$ cat src/rtl/cache_line_fill_if.sv
// rtl/cache_line_fill_if.sv - cache miss port and DRAM burst-read port bundle for cache_line_fill
interface cache_line_fill_if #(
  parameter int ADDR_W = 23,
  parameter int BEAT_W = 32,
  parameter int BEATS  = 8,
  parameter int CNT_W  = 16
);
  localparam int LINE_W = BEAT_W * BEATS;

  logic              mem_req;
  logic [ADDR_W-1:0] tag_index_mem;
  logic [LINE_W-1:0] line_in;
  logic              we_mem;
  logic              rd_req;
  logic [ADDR_W-1:0] rd_addr;
  logic              rd_ack;
  logic              rd_valid;
  logic [BEAT_W-1:0] rd_data;
  logic              busy;
  logic [CNT_W-1:0]  fill_count;

  // master is the fill controller; slave is the cache/DRAM side driving it
  modport master (
    input  mem_req, tag_index_mem, rd_ack, rd_valid, rd_data,
    output line_in, we_mem, rd_req, rd_addr, busy, fill_count
  );

  modport slave (
    output mem_req, tag_index_mem, rd_ack, rd_valid, rd_data,
    input  line_in, we_mem, rd_req, rd_addr, busy, fill_count
  );
endinterface

$ cat src/rtl/cache_line_fill.sv
// rtl/cache_line_fill.sv - line-fill controller: one 8-beat DRAM burst per cache miss, one-cycle line write
module cache_line_fill #(
  parameter int ADDR_W = 23,
  parameter int BEAT_W = 32,
  parameter int BEATS  = 8,
  parameter int CNT_W  = 16
) (
  input  logic             clk,
  input  logic             rst,
  cache_line_fill_if.master bus
);
  localparam int LINE_W = BEAT_W * BEATS;
  localparam int BC_W   = (BEATS > 1) ? $clog2(BEATS) : 1;

  localparam logic [1:0] S_IDLE  = 2'd0;
  localparam logic [1:0] S_REQ   = 2'd1;
  localparam logic [1:0] S_FILL  = 2'd2;
  localparam logic [1:0] S_WRITE = 2'd3;

  logic [1:0]        state_q, state_d;
  logic [ADDR_W-1:0] addr_q, addr_d;
  logic [BC_W-1:0]   beat_q, beat_d;
  logic [LINE_W-1:0] line_q, line_d;
  logic [CNT_W-1:0]  cnt_q, cnt_d;
  logic              rd_req_q, rd_req_d;
  logic              we_q, we_d;
  logic              last_beat;

  assign last_beat = (beat_q == BC_W'(BEATS - 1));

  always_comb begin
    state_d = state_q;
    addr_d  = addr_q;
    beat_d  = beat_q;
    line_d  = line_q;
    cnt_d   = cnt_q;
    case (state_q)
      S_IDLE: begin
        if (bus.mem_req) begin
          addr_d  = {bus.tag_index_mem[ADDR_W-1:BC_W], {BC_W{1'b0}}};
          state_d = S_REQ;
        end
      end
      S_REQ: begin
        // once latched the request is committed; mem_req is no longer looked at
        if (bus.rd_ack) begin
          beat_d  = '0;
          state_d = S_FILL;
        end
      end
      S_FILL: begin
        if (bus.rd_valid) begin
          for (int k = 0; k < BEATS; k++) begin
            if (beat_q == BC_W'(k)) begin
              line_d[k*BEAT_W +: BEAT_W] = bus.rd_data;
            end
          end
          beat_d = beat_q + 1'b1;
          if (last_beat) begin
            state_d = S_WRITE;
          end
        end
      end
      S_WRITE: begin
        if (cnt_q != {CNT_W{1'b1}}) begin
          cnt_d = cnt_q + 1'b1;
        end
        state_d = S_IDLE;
      end
      default: state_d = S_IDLE;
    endcase
    // registered outputs are decoded from the next state so they align with it
    rd_req_d = (state_d == S_REQ);
    we_d     = (state_d == S_WRITE);
  end

  always_ff @(posedge clk) begin
    if (rst) begin
      state_q  <= S_IDLE;
      addr_q   <= '0;
      beat_q   <= '0;
      line_q   <= '0;
      cnt_q    <= '0;
      rd_req_q <= 1'b0;
      we_q     <= 1'b0;
    end else begin
      state_q  <= state_d;
      addr_q   <= addr_d;
      beat_q   <= beat_d;
      line_q   <= line_d;
      cnt_q    <= cnt_d;
      rd_req_q <= rd_req_d;
      we_q     <= we_d;
    end
  end

  assign bus.rd_req     = rd_req_q;
  assign bus.rd_addr    = addr_q;
  assign bus.we_mem     = we_q;
  assign bus.line_in    = line_q;
  assign bus.fill_count = cnt_q;
  assign bus.busy       = (state_q != S_IDLE);

  a_we_single: assert property (@(posedge clk) disable iff (rst) bus.we_mem |=> !bus.we_mem);
  a_addr_align: assert property (@(posedge clk) disable iff (rst)
    bus.rd_req |-> (bus.rd_addr[BC_W-1:0] == '0));
endmodule

$ cat src/flat_wrapper.sv
// flat-port wrapper written by rule: the top's interface ports become plain ports
module cache_line_fill_flat 
#(
  parameter int ADDR_W = 23,
  parameter int BEAT_W = 32,
  parameter int BEATS  = 8,
  parameter int CNT_W  = 16
)
  (clk, rst, bus_mem_req, bus_tag_index_mem, bus_rd_ack, bus_rd_valid, bus_rd_data, bus_line_in, bus_we_mem, bus_rd_req, bus_rd_addr, bus_busy, bus_fill_count);
  cache_line_fill_if #(.ADDR_W(ADDR_W), .BEAT_W(BEAT_W), .BEATS(BEATS), .CNT_W(CNT_W)) bus_i ();
  input  logic clk;
  input  logic rst;
  input wire logic [$bits(bus_i.mem_req)-1:0] bus_mem_req;
  input wire logic [$bits(bus_i.tag_index_mem)-1:0] bus_tag_index_mem;
  input wire logic [$bits(bus_i.rd_ack)-1:0] bus_rd_ack;
  input wire logic [$bits(bus_i.rd_valid)-1:0] bus_rd_valid;
  input wire logic [$bits(bus_i.rd_data)-1:0] bus_rd_data;
  output wire logic [$bits(bus_i.line_in)-1:0] bus_line_in;
  output wire logic [$bits(bus_i.we_mem)-1:0] bus_we_mem;
  output wire logic [$bits(bus_i.rd_req)-1:0] bus_rd_req;
  output wire logic [$bits(bus_i.rd_addr)-1:0] bus_rd_addr;
  output wire logic [$bits(bus_i.busy)-1:0] bus_busy;
  output wire logic [$bits(bus_i.fill_count)-1:0] bus_fill_count;
  assign bus_i.mem_req = bus_mem_req;
  assign bus_i.tag_index_mem = bus_tag_index_mem;
  assign bus_i.rd_ack = bus_rd_ack;
  assign bus_i.rd_valid = bus_rd_valid;
  assign bus_i.rd_data = bus_rd_data;
  assign bus_line_in = bus_i.line_in;
  assign bus_we_mem = bus_i.we_mem;
  assign bus_rd_req = bus_i.rd_req;
  assign bus_rd_addr = bus_i.rd_addr;
  assign bus_busy = bus_i.busy;
  assign bus_fill_count = bus_i.fill_count;
  cache_line_fill #(.ADDR_W(ADDR_W), .BEAT_W(BEAT_W), .BEATS(BEATS), .CNT_W(CNT_W)) u_core (.clk(clk), .rst(rst), .bus(bus_i));
endmodule
$ cat config.mk
export PLATFORM = sky130hd
export DESIGN_NAME = cache_line_fill_flat
export DESIGN_NICKNAME = d
export VERILOG_FILES = /design/src/rtl/cache_line_fill_if.sv /design/src/rtl/cache_line_fill.sv /design/src/flat_wrapper.sv
export SDC_FILE = /design/constraint.sdc
export NUM_CORES = 1
export LEC_CHECK = 0
export ABC_CLOCK_PERIOD_IN_PS = 2300
export CORE_ASPECT_RATIO = 1.2
export CORE_MARGIN = 10
export CORE_UTILIZATION = 40
export CTS_BUF_LIST = sky130_fd_sc_hd__clkbuf_4 sky130_fd_sc_hd__clkbuf_8
export DETAILED_ROUTE_END_ITERATION = 12
export HOLD_SLACK_MARGIN = 0.15
export PLACE_DENSITY_LB_ADDON = 0.15
export SLEW_MARGIN = 20
export SYNTH_ARGS = -nofsm -noshare
export SYNTH_HDL_FRONTEND = slang
export SYNTH_SLANG_ARGS = --single-unit
$ cat constraint.sdc
create_clock -name clk -period 2.3 [get_ports clk]
set_input_delay 0.69 -clock clk [delete_from_list [all_inputs] [get_ports clk]]
set_output_delay 0.69 -clock clk [all_outputs]
set_load 0.02 [all_outputs]
==> metrics.md <==
| Metric | Value |
|---|---|
| Status | complete, no violations |
| Drt drc | 0 |
| Non-Filler Instances | 2079 |
| Synth top area share | 54.8% |
| Req. time, crit path | 1.61 ns |
| Hold-fix buffers, CTS | 0 |
| Max rail drop VDD | 0.508 mV |
| CP Capture Point | bus_line_in[244] |
| Initial antenna violation count | 0 |
| Crit Path Max Fanout | 2 |
| Total Neg Setup Slack | 0 ns |
| Relative slew slack | 65.6% |
| Final instance area | 15900 um^2 |
| Rows | 66 |
| Worst setup SP type | flop |
| Vias in the first global route | 10100 |
| Maximum clock frequency | 445 MHz |
| Total of max-cap violations | 0 |
| Family with the most delay on the worst path | buffers and inverters |
| Final WL | 39.1 mm |
| Static leakage | 5.81 nW |
| Max stage delay on crit path | 0.67 ns |
| Commonest non-fill, non-tap cell in the layout | nand2_1 |
| Maximum root-to-sink buffer count | 3 |
| Pwr per Cell Area | 680 nW/um^2 |
| Largest net degree at the start of global routing | 69 |
| I/O Buffers | 351 |
| Final setup fails | 0 |
| HPWL after DPL | 27.3 mm |
| Fraction of registers with async set/reset | 0% |
| Path depth of the worst reg2reg path | 6 |
| Fin crit share | 97.8% |
| Multi-input logic area | 4300 um^2 |
| Clock latency on the worst-skew pair | 0.57 ns |
| Hold path startpoint | u_core.bus.line_in[246] |
| FF-to-FF End | u_core.bus.fill_count[1] |
| Worst setup path category | reg2out |
| CP max-delay cell | clkdlybuf4s50_1 |
| Post-synthesis cell area | 10900 um^2 |
| Die width | 171 um |
| CTS root buffer | clkbuf_8 |
| Commonest non-fill, non-tap cells in the layout | nand2_1 (562), clkdlybuf4s50_1 (316), dfxtp_1 (299) |
| Layout cells sized above 1 | 8.57% |
| DP Area | 14800 um^2 |
| Initial Util | 40.4% |
| Placed instance count | 1991 |
| Routed length per placed instance | 18.8 um |
| CTS H-tree depth | 2 |
| Number of synthesized flops with an enable pin | 0 |
| Seq cells post-synth | 299 |
| Synth cell types | 45 |
| Top FF cell, synth | dfxtp_1 |
| Area delta synth->final | 46.0% |
| Slew Viols, Final | 0 |
| Core Area | 27000 um^2 |
| CP endpoint kind | output pin |
| Diode count | 0 |
| Via count | 10300 |
| CP arrival | 1.56 ns |
| Clock Sink Count | 299 |
| Clock transition at the registers of the reported paths | 0.06 ns |
| Hold/Removal Path Class | reg2reg |
| GR Layer Usage met1 | 24.2% |
| DR iter-0 viols | 633 |
| Final Critical Period | 2.25 ns |
| Crit-path cells | clkdlybuf4s50_1 |
| Gate Count Post-Synth | 1387 |
| TritonCTS buffer count | 48 |
| Average size of a mapped cell | 7.87 um^2 |
| Fin nets | 1768 |
| Met3 Usage GRT | 8.28% |
| DR pass1 iterations | 5 |
| TritonCTS clock tree | built |
| Total Power | 0.0108 W |
| IO Count | 358 |
| Final core utilization | 59.0% |
| Cell taking the most area after synthesis | dfxtp_1 |
| Register Area | 5990 um^2 |
| FF-to-FF Start | u_core.bus.fill_count[0] |
| Tot GR Track Use | 21.7% |
| GRT met2 Usage | 36.7% |
| Most Crowded Layer GR | met2 |
| Die ar. | 34300 um^2 |
| Register-to-register setup slack | 0.43 ns |
| Ranking of synthesized cells by area | dfxtp_1 (55%), nand2_1 (19%), a21oi_1 (13%) |
| Actual slew at the worst max-slew pin | 0.515 ns |
| Crit path from | u_core.bus.line_in[244] |
| Die height | 201 um |
| Sequential area share after synthesis | 54.8% |
| Total grt overflow | 0 |
| # Post-CTS Setup Buffers | 0 |
| Vias per cell | 4.96 |
| GPL Wtd Cong | 0.787 |
| First-pass GRT wire length | 58.7 mm |
| Path length in cells of the critical path | 1 |
| Yosys warning count | 0 |
| Fill cells | 2450 |
| Fin. Hold Viols | 0 |
| Setup Skew | 0.0243 ns |
| RSZ-0062 raised after global routing | no |
| Antenna-violating nets left | 0 |
| Critical path buffer and inverter count | 1 |
==> cells in the mapped netlist, types with 7 or more instances <==
cell	instances
clkbuf_1	51
nand3_1	9
inv_1	9
and3_1	7
nand2_1	562
buf_1	7
and2_1	8
buf_4	14
buf_2	59
ha_1	7
a21oi_1	287
dfxtp_1	299
nor2_1	15
==> routing by layer <==
metal	wire (um)	part of all wire [%]
met4	944	2.4
met1	15400	39
met3	3650	9.3
met2	19100	49
met5	0	0
==> how the worst min path moves through the flow <==
| stage | to | slack (ns) | depth (start not counted) |
|---|---|---|---|
| after floorplan | u_core.bus.rd_req | 0.52 | 2 |
| after global placement | u_core.bus.rd_addr[15] | 0.44 | 2 |
| after detailed placement | u_core.bus.line_in[63] | 0.45 | 2 |
| after CTS | u_core.bus.line_in[63] | 0.45 | 2 |
| after global routing | u_core.bus.line_in[239] | 0.47 | 2 |
| final | u_core.bus.line_in[246] | 0.45 | 2 |
==> registers in the layout, summed over array words and instances (netlist names) <==
name / flops
u_core.beat_q: 3
u_core.bus.fill_count: 16
u_core.bus.line_in: 256
u_core.bus.rd_addr: 20
u_core.bus.rd_req: 1
u_core.bus.we_mem: 1
u_core.state_q: 2
==> power by group <==
| group | switching [W] | leakage, nW | internal [W] | total, W |
|---|---|---|---|---|
| combinational | 0.000369 | 2.83 | 0.000229 | 0.000598 |
| clock | 0.00210 | 0.567 | 0.00289 | 0.00499 |
| sequential | 0.0000225 | 2.41 | 0.00522 | 0.00525 |
==> through the flow <==
| stage | setup WS, ns | hold slack (ns) |
|---|---|---|
| 6_report | 0.0505 | 0.450 |
| 5_1_grt | 0.000501 | 0.467 |
| 4_1_cts | 0.00954 | 0.454 |
| 3_5_place_dp | -0.0985 | 0.445 |
| 3_3_place_gp | -0.0618 | 0.441 |
| 2_1_floorplan | 0.395 | 0.517 |
==> final cells by class <==
| class | count | share of cell area (%) |
|---|---|---|
| inverter | 9 | 0.212 |
| clock inverter | 7 | 0.424 |
| multi-input combinational | 949 | 26.9 |
| sequential | 299 | 37.6 |
| clock buffer | 81 | 6.37 |
| timing repair buffer | 394 | 25.8 |
| tap | 340 | 2.67 |
==> cells by family after synthesis <==
kind of cell / count (synthesis) / share of synthesized area (%)
and+or+nand+nor: 630 / 23.3
AOI/OAI and AO/OA: 302 / 14.3
DFF: 299 / 54.8
buffers and inverters: 141 / 6.08
adders and majority gates: 7 / 0.802
muxes: 5 / 0.481
xor gates and xnor gates: 2 / 0.161
other: 1 / 0.0344
==> what timing repair did <==
item | 4_1_cts | 5_1_grt
resized for setup | 16 | 18
pin swaps | 0 | 0
setup endpoints to repair | 16 | 18
Note: power is estimated with default switching activity, not from simulation.
